--- config.mk ---
export PLATFORM = sky130hd
export DESIGN_NAME = mem_port_arbiter
export DESIGN_NICKNAME = d
export VERILOG_FILES = /design/src/rtl/mem_arb_pkg.sv /design/src/rtl/mem_port_arbiter_rd_tag_pipe.sv /design/src/rtl/mem_port_arbiter.sv
export SDC_FILE = /design/constraint.sdc
export NUM_CORES = 1
export LEC_CHECK = 0
export BUFFER_PORTS_ARGS = -buffer_cell sky130_fd_sc_hd__buf_2
export CAP_MARGIN = 30
export CORE_AREA = 2 2 109 111
export DETAILED_ROUTE_END_ITERATION = 8
export DIE_AREA = 0 0 111 113
export GPL_TIMING_DRIVEN = 0
export PLACE_DENSITY = 0.54
export RECOVER_POWER = 100
export SLEW_MARGIN = 30
export SYNTH_ARGS = -nofsm -noshare
export SYNTH_HDL_FRONTEND = slang
export SYNTH_SLANG_ARGS = --single-unit
--- constraint.sdc ---
create_clock -name clock -period 1.8 [get_ports clock]
set_input_delay 0.18 -clock clock [delete_from_list [all_inputs] [get_ports clock]]
set_output_delay 0.18 -clock clock [all_outputs]
set_load 0.05 [all_outputs]
--- src/rtl/mem_arb_pkg.sv ---
// Shared types and the round-robin pick function for the BRAM port-A arbiter.
package mem_arb_pkg;

    localparam int unsigned BYTE_LANES = 4;
    localparam int unsigned WORD_W     = 32;
    localparam int unsigned MAX_REQ    = 4;

    typedef struct packed {
        logic [BYTE_LANES-1:0] we;
        logic [WORD_W-1:0]     addr;
        logic [WORD_W-1:0]     wdata;
    } mem_req_t;

    // One-hot grant to the first requester at or after ptr, modulo n (n <= MAX_REQ).
    function automatic logic [MAX_REQ-1:0] rr_pick(input logic [MAX_REQ-1:0] req,
                                                   input logic [1:0]         ptr,
                                                   input int unsigned        n);
        logic [MAX_REQ-1:0] g;
        logic               found;
        logic [1:0]         idx;
        g     = '0;
        found = 1'b0;
        for (int unsigned k = 0; k < MAX_REQ; k++) begin
            idx = 2'((32'(ptr) + k) % n);
            if (k < n && !found && req[idx]) begin
                g[idx] = 1'b1;
                found  = 1'b1;
            end
        end
        return g;
    endfunction

endpackage

--- src/rtl/mem_port_arbiter_rd_tag_pipe.sv ---
// Shift pipe of one-hot requester tags; the last stage marks which requester owns doutA.
module rd_tag_pipe #(
    parameter int unsigned RD_LAT  = 1,
    parameter int unsigned NUM_REQ = 2
) (
    input  logic               clock,
    input  logic               reset_n,
    input  logic [NUM_REQ-1:0] tag_in,
    output logic [NUM_REQ-1:0] tag_out
);

    logic [RD_LAT-1:0][NUM_REQ-1:0] pipe;

    always_ff @(posedge clock or negedge reset_n) begin
        if (!reset_n) begin
            pipe <= '0;
        end else begin
            for (int unsigned k = RD_LAT - 1; k > 0; k--) begin
                pipe[k] <= pipe[k-1];
            end
            pipe[0] <= tag_in;
        end
    end

    assign tag_out = pipe[RD_LAT-1];

endmodule

--- src/rtl/mem_port_arbiter.sv ---
// Round-robin arbiter sharing BRAM port A between NUM_REQ requesters,
// with burst lock and tagged read-data return.
module mem_port_arbiter
    import mem_arb_pkg::*;
#(
    parameter int unsigned NUM_REQ  = 2,
    parameter int unsigned RD_LAT   = 1,
    parameter int unsigned MAX_HOLD = 16
) (
    input  logic                    clock,
    input  logic                    reset_n,
    input  logic [NUM_REQ-1:0]      req,
    input  logic [NUM_REQ-1:0]      lock,
    input  logic [4*NUM_REQ-1:0]    we,
    input  logic [32*NUM_REQ-1:0]   addr,
    input  logic [32*NUM_REQ-1:0]   wdata,
    output logic [NUM_REQ-1:0]      gnt,
    output logic [NUM_REQ-1:0]      rvalid,
    output logic [31:0]             rdata,
    output logic                    enA,
    output logic [3:0]              weA,
    output logic [31:0]             addrA,
    output logic [31:0]             dataToA,
    input  logic [31:0]             doutA
);

    localparam int unsigned HC_W = $clog2(MAX_HOLD) + 1;

    logic [1:0]         ptr;
    logic [HC_W-1:0]    hold_cnt;
    logic [MAX_REQ-1:0] pick;
    mem_req_t           req_vec [NUM_REQ];
    mem_req_t           xfer_req;
    logic               xfer;
    logic               lock_sel;
    logic [1:0]         sel;
    logic [NUM_REQ-1:0] rd_push;
    logic               unused_bits;

    always_comb begin
        for (int unsigned i = 0; i < NUM_REQ; i++) begin
            req_vec[i].we    = we[4*i +: 4];
            req_vec[i].addr  = addr[32*i +: 32];
            req_vec[i].wdata = wdata[32*i +: 32];
        end
    end

    assign pick = rr_pick(MAX_REQ'(req), ptr, NUM_REQ);
    // Outputs are forced idle while reset is held, even if requests are present.
    assign gnt  = reset_n ? pick[NUM_REQ-1:0] : '0;

    always_comb begin
        xfer     = 1'b0;
        xfer_req = '0;
        lock_sel = 1'b0;
        sel      = '0;
        for (int unsigned i = 0; i < NUM_REQ; i++) begin
            if (gnt[i]) begin
                xfer     = 1'b1;
                xfer_req = req_vec[i];
                lock_sel = lock[i];
                sel      = 2'(i);
            end
        end
    end

    assign enA     = xfer;
    assign weA     = xfer_req.we;
    assign addrA   = {xfer_req.addr[31:2], 2'b00};
    assign dataToA = xfer_req.wdata;
    assign unused_bits = ^{pick, xfer_req.addr[1:0]};

    always_ff @(posedge clock or negedge reset_n) begin
        if (!reset_n) begin
            ptr      <= '0;
            hold_cnt <= '0;
        end else if (xfer) begin
            if (lock_sel && hold_cnt < HC_W'(MAX_HOLD - 1)) begin
                ptr      <= sel;
                hold_cnt <= hold_cnt + 1'b1;
            end else begin
                ptr      <= (sel == 2'(NUM_REQ - 1)) ? 2'd0 : sel + 2'd1;
                hold_cnt <= '0;
            end
        end
    end

    assign rd_push = (xfer && xfer_req.we == '0) ? gnt : '0;

    rd_tag_pipe #(
        .RD_LAT  (RD_LAT),
        .NUM_REQ (NUM_REQ)
    ) u_rd_tag_pipe (
        .clock   (clock),
        .reset_n (reset_n),
        .tag_in  (rd_push),
        .tag_out (rvalid)
    );

    assign rdata = (|rvalid) ? doutA : '0;

endmodule

Word level (Yosys, flattened, before mapping)
Cells that the tools add are included.
{ "word_totals": {"ff_bits": 8, "input_bits": 174, "wordCells": 45} }
{ "op_classes": {"add_sub_neg": 3, "magnitude_cmp": 5, "n_eq_ne": 1, "mux": 24, "bitwise_logic": 1, "n_reduce_logical": 8} }
{ "op_table": {"columns": ["cell", "count"], "rows": [
  ["$mux 68", 2],
  ["$mux 32", 1],
  ["$mux 1", 14],
  ["$mux 2", 4],
  ["$lt 1x3->1 const B", 2],
  ["$add 5x1->5 const B", 1],
  ["$logic_and 1x1->1", 5],
  ["$lt 5x4->1 const B", 1],
  ["$mux 5", 1],
  ["$logic_not 4->1", 1],
  ["$add 1x1->1 const B", 2],
  ["$demux 1 s1", 2],
  ["$eq 2x1->1 const B", 1],
  ["$ge 1x1->1 const B", 2],
  ["$or 2x2->2", 1],
  ["$reduce_or 2->1", 1],
  ["$logic_not 1->1", 1]
]} }

Longest topological paths before layout
{ "logic_depth": {"word_depth": 13, "mapped_depth": 6, "depth_no_buf": 4} }

Cells and area by module
A second synthesis with hierarchy kept.
{ "hier_totals": {"hier_cells": 175, "hier_area_um2": 1462.7} }
{ "by_module_without_submodules": {"columns": ["mod", "instances", "cells_per_inst", "area_each_um2", "seq_area_each_um2"], "rows": [
  ["mem_port_arbiter", 1, 173, 1412.6, 150.1],
  ["rd_tag_pipe", 1, 2, 50.0, 50.0]
]} }

Worst setup path before layout
Ideal clock, no wire load.
{ "synth_path": {"kind": "register to output", "from": "reg u_rd_tag_pipe.pipe (netlist bit u_rd_tag_pipe.tag_out[1])", "to": "out rdata[0]", "t_arrival_ns": 1.713, "required_ns": 1.620, "slack_ns": -0.093, "path_stages_with_launch": 4, "n_path_buf": 1, "path_cell_list": "dfrtp_1 nor2_1 clkbuf_1 nor2b_1"} }
{ "synth_between": {"elab_chain_cells": 2} }
{ "synth_rtl": {"columns": ["element", "line_no", "source"], "rows": [
  ["from (decl)", "mem_port_arbiter_rd_tag_pipe.sv:12", "logic [RD_LAT-1:0][NUM_REQ-1:0] pipe;"],
  ["from (signal, indexed assignment)", "mem_port_arbiter_rd_tag_pipe.sv:19", "pipe[k] <= pipe[k-1];"],
  ["$reduce_or 2->1", "mem_port_arbiter.sv:100", "assign rdata = (|rvalid) ? doutA : '0;"],
  ["$mux 32", "mem_port_arbiter.sv:100", null],
  ["to (decl)", "mem_port_arbiter.sv:19", "output logic [31:0] rdata,"]
]} }
Every way passes these cells.

Worst setup path in the final report
{ "layout_path": {"from": "reg ptr[0]", "to": "out addrA[9]"} }
{ "layout_between": {"elab_chain_cells": 10} }
{ "layout_rtl": {"columns": ["element", "line_no", "source"], "rows": [
  ["from (decl)", "mem_port_arbiter.sv:29", "logic [1:0] ptr;"],
  ["from (signal assigned)", "mem_port_arbiter.sv:79", "ptr <= sel;"],
  ["from (signal assigned)", "mem_port_arbiter.sv:82", "ptr <= (sel == 2'(NUM_REQ - 1)) ? 2'd0 : sel + 2'd1;"],
  ["$add 1x1->1 (tied with other cells)", "mem_arb_pkg.sv:24", "idx = 2'((32'(ptr) + k) % n);"],
  ["$lt 1x3->1 (implied by the code) (tied with other cells)", "mem_arb_pkg.sv:26", "g[idx] = 1'b1;"],
  ["$logic_and 1x1->1 (implied by the code) or $mux 1 (tied branches)", "mem_arb_pkg.sv:26", null],
  ["$mux 1 (implied by the code) or $demux 1 s1 (tied branches)", "mem_arb_pkg.sv:26", null],
  ["$demux 1 s1 or $mux 2 (tied branches)", "mem_arb_pkg.sv:26, mem_arb_pkg.sv:25", null],
  ["$or 2x2->2 (no line)", null, null],
  ["$mux 2 (*)", "mem_arb_pkg.sv:25", "if (k < n && !found && req[idx]) begin"],
  ["$mux 2 (*)", "mem_port_arbiter.sv:50", "assign gnt = reset_n ? pick[NUM_REQ-1:0] : '0;"],
  ["$mux 68", "mem_port_arbiter.sv:58", "if (gnt[i]) begin"],
  ["$mux 68 (*)", "mem_port_arbiter.sv:58", null],
  ["to (decl)", "mem_port_arbiter.sv:22", "output logic [31:0] addrA,"]
]} }
Mark *: on every way between the ends. The rest lies on a longest branch, timed or not. The select of a mux whose other input is x is not followed.

==> reports/metrics.cfg <==
[placement]
port_buffers=272
gp_congestion=0.877
hpwlAfterDp_mm=7.46
dpl_cell_area_sq_mm=0.00299

[floorplanning]
die_x_um=111
core_sq_mm=0.0113
io_pins=279
initial_core_util_pct=12.7
rows=39
die_h_um=113
design.die.area_sq_mm=0.0125

[status]
violations=setup timing
outcome=finished with violations

[cells_and_area]
drive_above_1_share_pct=70.3
design_area_sq_mm=0.00380
n_antenna_cell=0
final_nets=642
syn_to_final_growth_pct=166

[timing]
period_needed_ps=1920
rsz0062_at_grt=yes
fin_setup_tns_ps=-5120
timing.hold.ws_ps=336
fmax_mhz=521
drv_slew=0
worst_pin_slew_ps=616
finalHoldViolCount=0
fin_crit_sh_pct=107
fin_skew_ps=2.83
relSlewSlack_pct=59.1
setup_viol=63
worst_slack_ps=-118

[routing]
vias_per_cell=4.34
first_pass_iters=4
wire_per_inst_um=15.8
vias=2636
drc=0
drt_first_iter_violations=66
ant_nets=0
wl_mm=9.58

[power_and_ir_drop]
vdd_drop_max_mv=0.603
p_leak_nw=2.07
seqPwrFrac_pct=9.5
p_switching_mw=1.18
p_clk_share_pct=15.3
p_sw_share_pct=48.6
p_comb_share_pct=75.2
power.internal_mw=1.24
total_power_mw=2.42
powerDensity_mw_per_mm2=636

[yosys]
netlist_area_sq_mm=0.00143
synthCells=174
synth_seq_cells=8
synth.distinct_cells=32
synth_area_per_cell_sq_um=8.22
yosys_warnings=0
synth_seq_area_share_pct=14.0

[min_path]
hold_path.startpoint=req[0]
hold_class=input port to flop
worstHoldPathCells=3
holdPathEnd=ptr[0]

[clocking]
clock_latency_ps=230
cts-buffers-inserted=3
clkSlewWorstSetupHoldPaths_ps=40
clock-sinks=8
h-tree-depth=1
cts_tree=yes
cts_max_path_buffers=2
clockRootBuffer=clkbuf_16

[setup_path]
r2r_cells=8
critPathRequiredTime_ps=1620
r2r-end=u_rd_tag_pipe.tag_out[0]
cp_max_fo=6
start_kind=flop
ff2ff_setup_slack_ps=120
r2r-start=ptr[0]
arrival_ps=1740
critPathCaptureType=output port
crit_type=flop to output port

[job]
cap_viol_max_count=0

[global_routing]
grt_pass1_vias=2537
track_usage_pct=13.4
gr-total-overflow=0
grt_first_pass_wirelength_mm=13.7
grt_antenna_before_repair=0
grt_start_max_net_pins=11

==> synthesized netlist by cell type, drive strengths merged <==
cell / count / share of area, %
a22o: 63 / 39
nor2b: 32 / 14
buf: 18 / 11
dfrtp: 8 / 14
nand2: 7 / 1.8
inv: 5 / 1.3
nor2: 5 / 1.3
o21ai: 5 / 1.7
a32oi: 4 / 3.0
a32o: 3 / 2.1
clkbuf: 3 / 0.79
nand2b: 2 / 0.87
nand3: 2 / 0.70
nor4: 2 / 0.87
a21boi: 1 / 0.79
a21oi: 1 / 0.35
a41oi: 1 / 0.61
and2: 1 / 0.44
and3: 1 / 0.44
conb: 1 / 0.26
ha: 1 / 0.87
nand3b: 1 / 0.53
nand4: 1 / 0.44
nor3b: 1 / 0.53
o22ai: 1 / 0.44
o2bb2ai: 1 / 0.61
o31a: 1 / 0.61
o31ai: 1 / 0.53
or4: 1 / 0.53
==> worst max-delay path, cell delays in order, from the launching register on <==
cell,delay [ps]
dfrtp_2,430
buf_12,140
a21boi_4,120
and2_4,210
buf_12,140
buf_6,120
a22o_1,170
buf_6,170
==> metal layers <==
layer  share of wire, %  track usage, %
met5                  0               0
met3                6.5            2.20
met4                2.6            3.75
met1                 38            16.4
met2                 53            24.3
==> cell type report <==
cell class	count	area [sq um]
fillers	1138	7470
repair buffers	288	1990
multi-input cells	141	1110
plain buffers	20	229
flip-flops and latches	8	201
well taps	143	179
clock buffers	3	75.1
inverters	5	18.8
==> through the flow <==
step	setup slack, ps	cells	util, %
floorplan	-93.2	175	-
global placement	-146	590	26.5
detailed placement	-163	590	26.5
CTS	-98.6	605	32.7
global route	-168	608	33.8
finish	-118	608	33.8
==> state kept, by name, indices dropped and copies added (netlist names) <==
signal	flops
u_rd_tag_pipe.tag_out	2
hold_cnt	5
ptr	1
==> power groups by stage <==
stage	logic, mW	clock network [mW]	registers [mW]
2_1_floorplan	1.01	0	0.229
3_3_place_gp	1.44	0	0.226
3_5_place_dp	1.45	0	0.227
4_1_cts	1.77	0.373	0.227
5_1_grt	1.90	0.385	0.233
6_report	1.82	0.371	0.229
==> how the worst max path moves through the flow <==
stage / startpoint / end / slack [ps] / cells past startpoint
final: ptr[0] / addrA[9] / -120 / 7
after global routing: ptr[0] / addrA[9] / -170 / 7
after CTS: ptr[0] / dataToA[21] / -100 / 7
after detailed placement: ptr[0] / addrA[12] / -160 / 6
after global placement: ptr[0] / addrA[10] / -150 / 6
after floorplan: u_rd_tag_pipe.tag_out[1] / rdata[0] / -90 / 3
==> repair_timing <==
| item | CTS | global route |
|---|---|---|
| setup endpoints to repair | 65 | 92 |
| endpoints found under the hold margin | 8 | 0 |
| hold buffers | 1 | 0 |
| pin swaps | 15 | 11 |
| setup buffers | 5 | 1 |
| cloned | 7 | 3 |
| gates resized for setup | 156 | 21 |
==> placed cells by master, fill, tap and decap left out, types with 2 or more instances in the layout <==
master / n
buf_12: 3
nor2_1: 3
dfrtp_1: 7
buf_8: 9
nand3_1: 2
buf_2: 201
buf_6: 62
a32o_1: 3
buf_4: 19
a22o_1: 52
a32oi_1: 3
o21ai_0: 5
clkbuf_16: 6
nor2b_1: 32
a22o_4: 3
clkbuf_2: 6
nor2_2: 2
nand2_1: 7
buf_16: 2
inv_1: 5
conb_1: 2
nor4_1: 2
a22o_2: 8
clkbuf_1: 2
==> cells by family after synthesis <==
| logic type | Yosys count | share of synthesized area [%] |
|---|---|---|
| other | 1 | 0.262 |
| DFF | 8 | 14.0 |
| buffers and inverters | 26 | 13.0 |
| AOI/OAI and AO/OA | 82 | 49.3 |
| and+or+nand+nor | 56 | 22.5 |
| adders and majority gates | 1 | 0.875 |
Note: power is estimated with default switching activity, not from simulation.
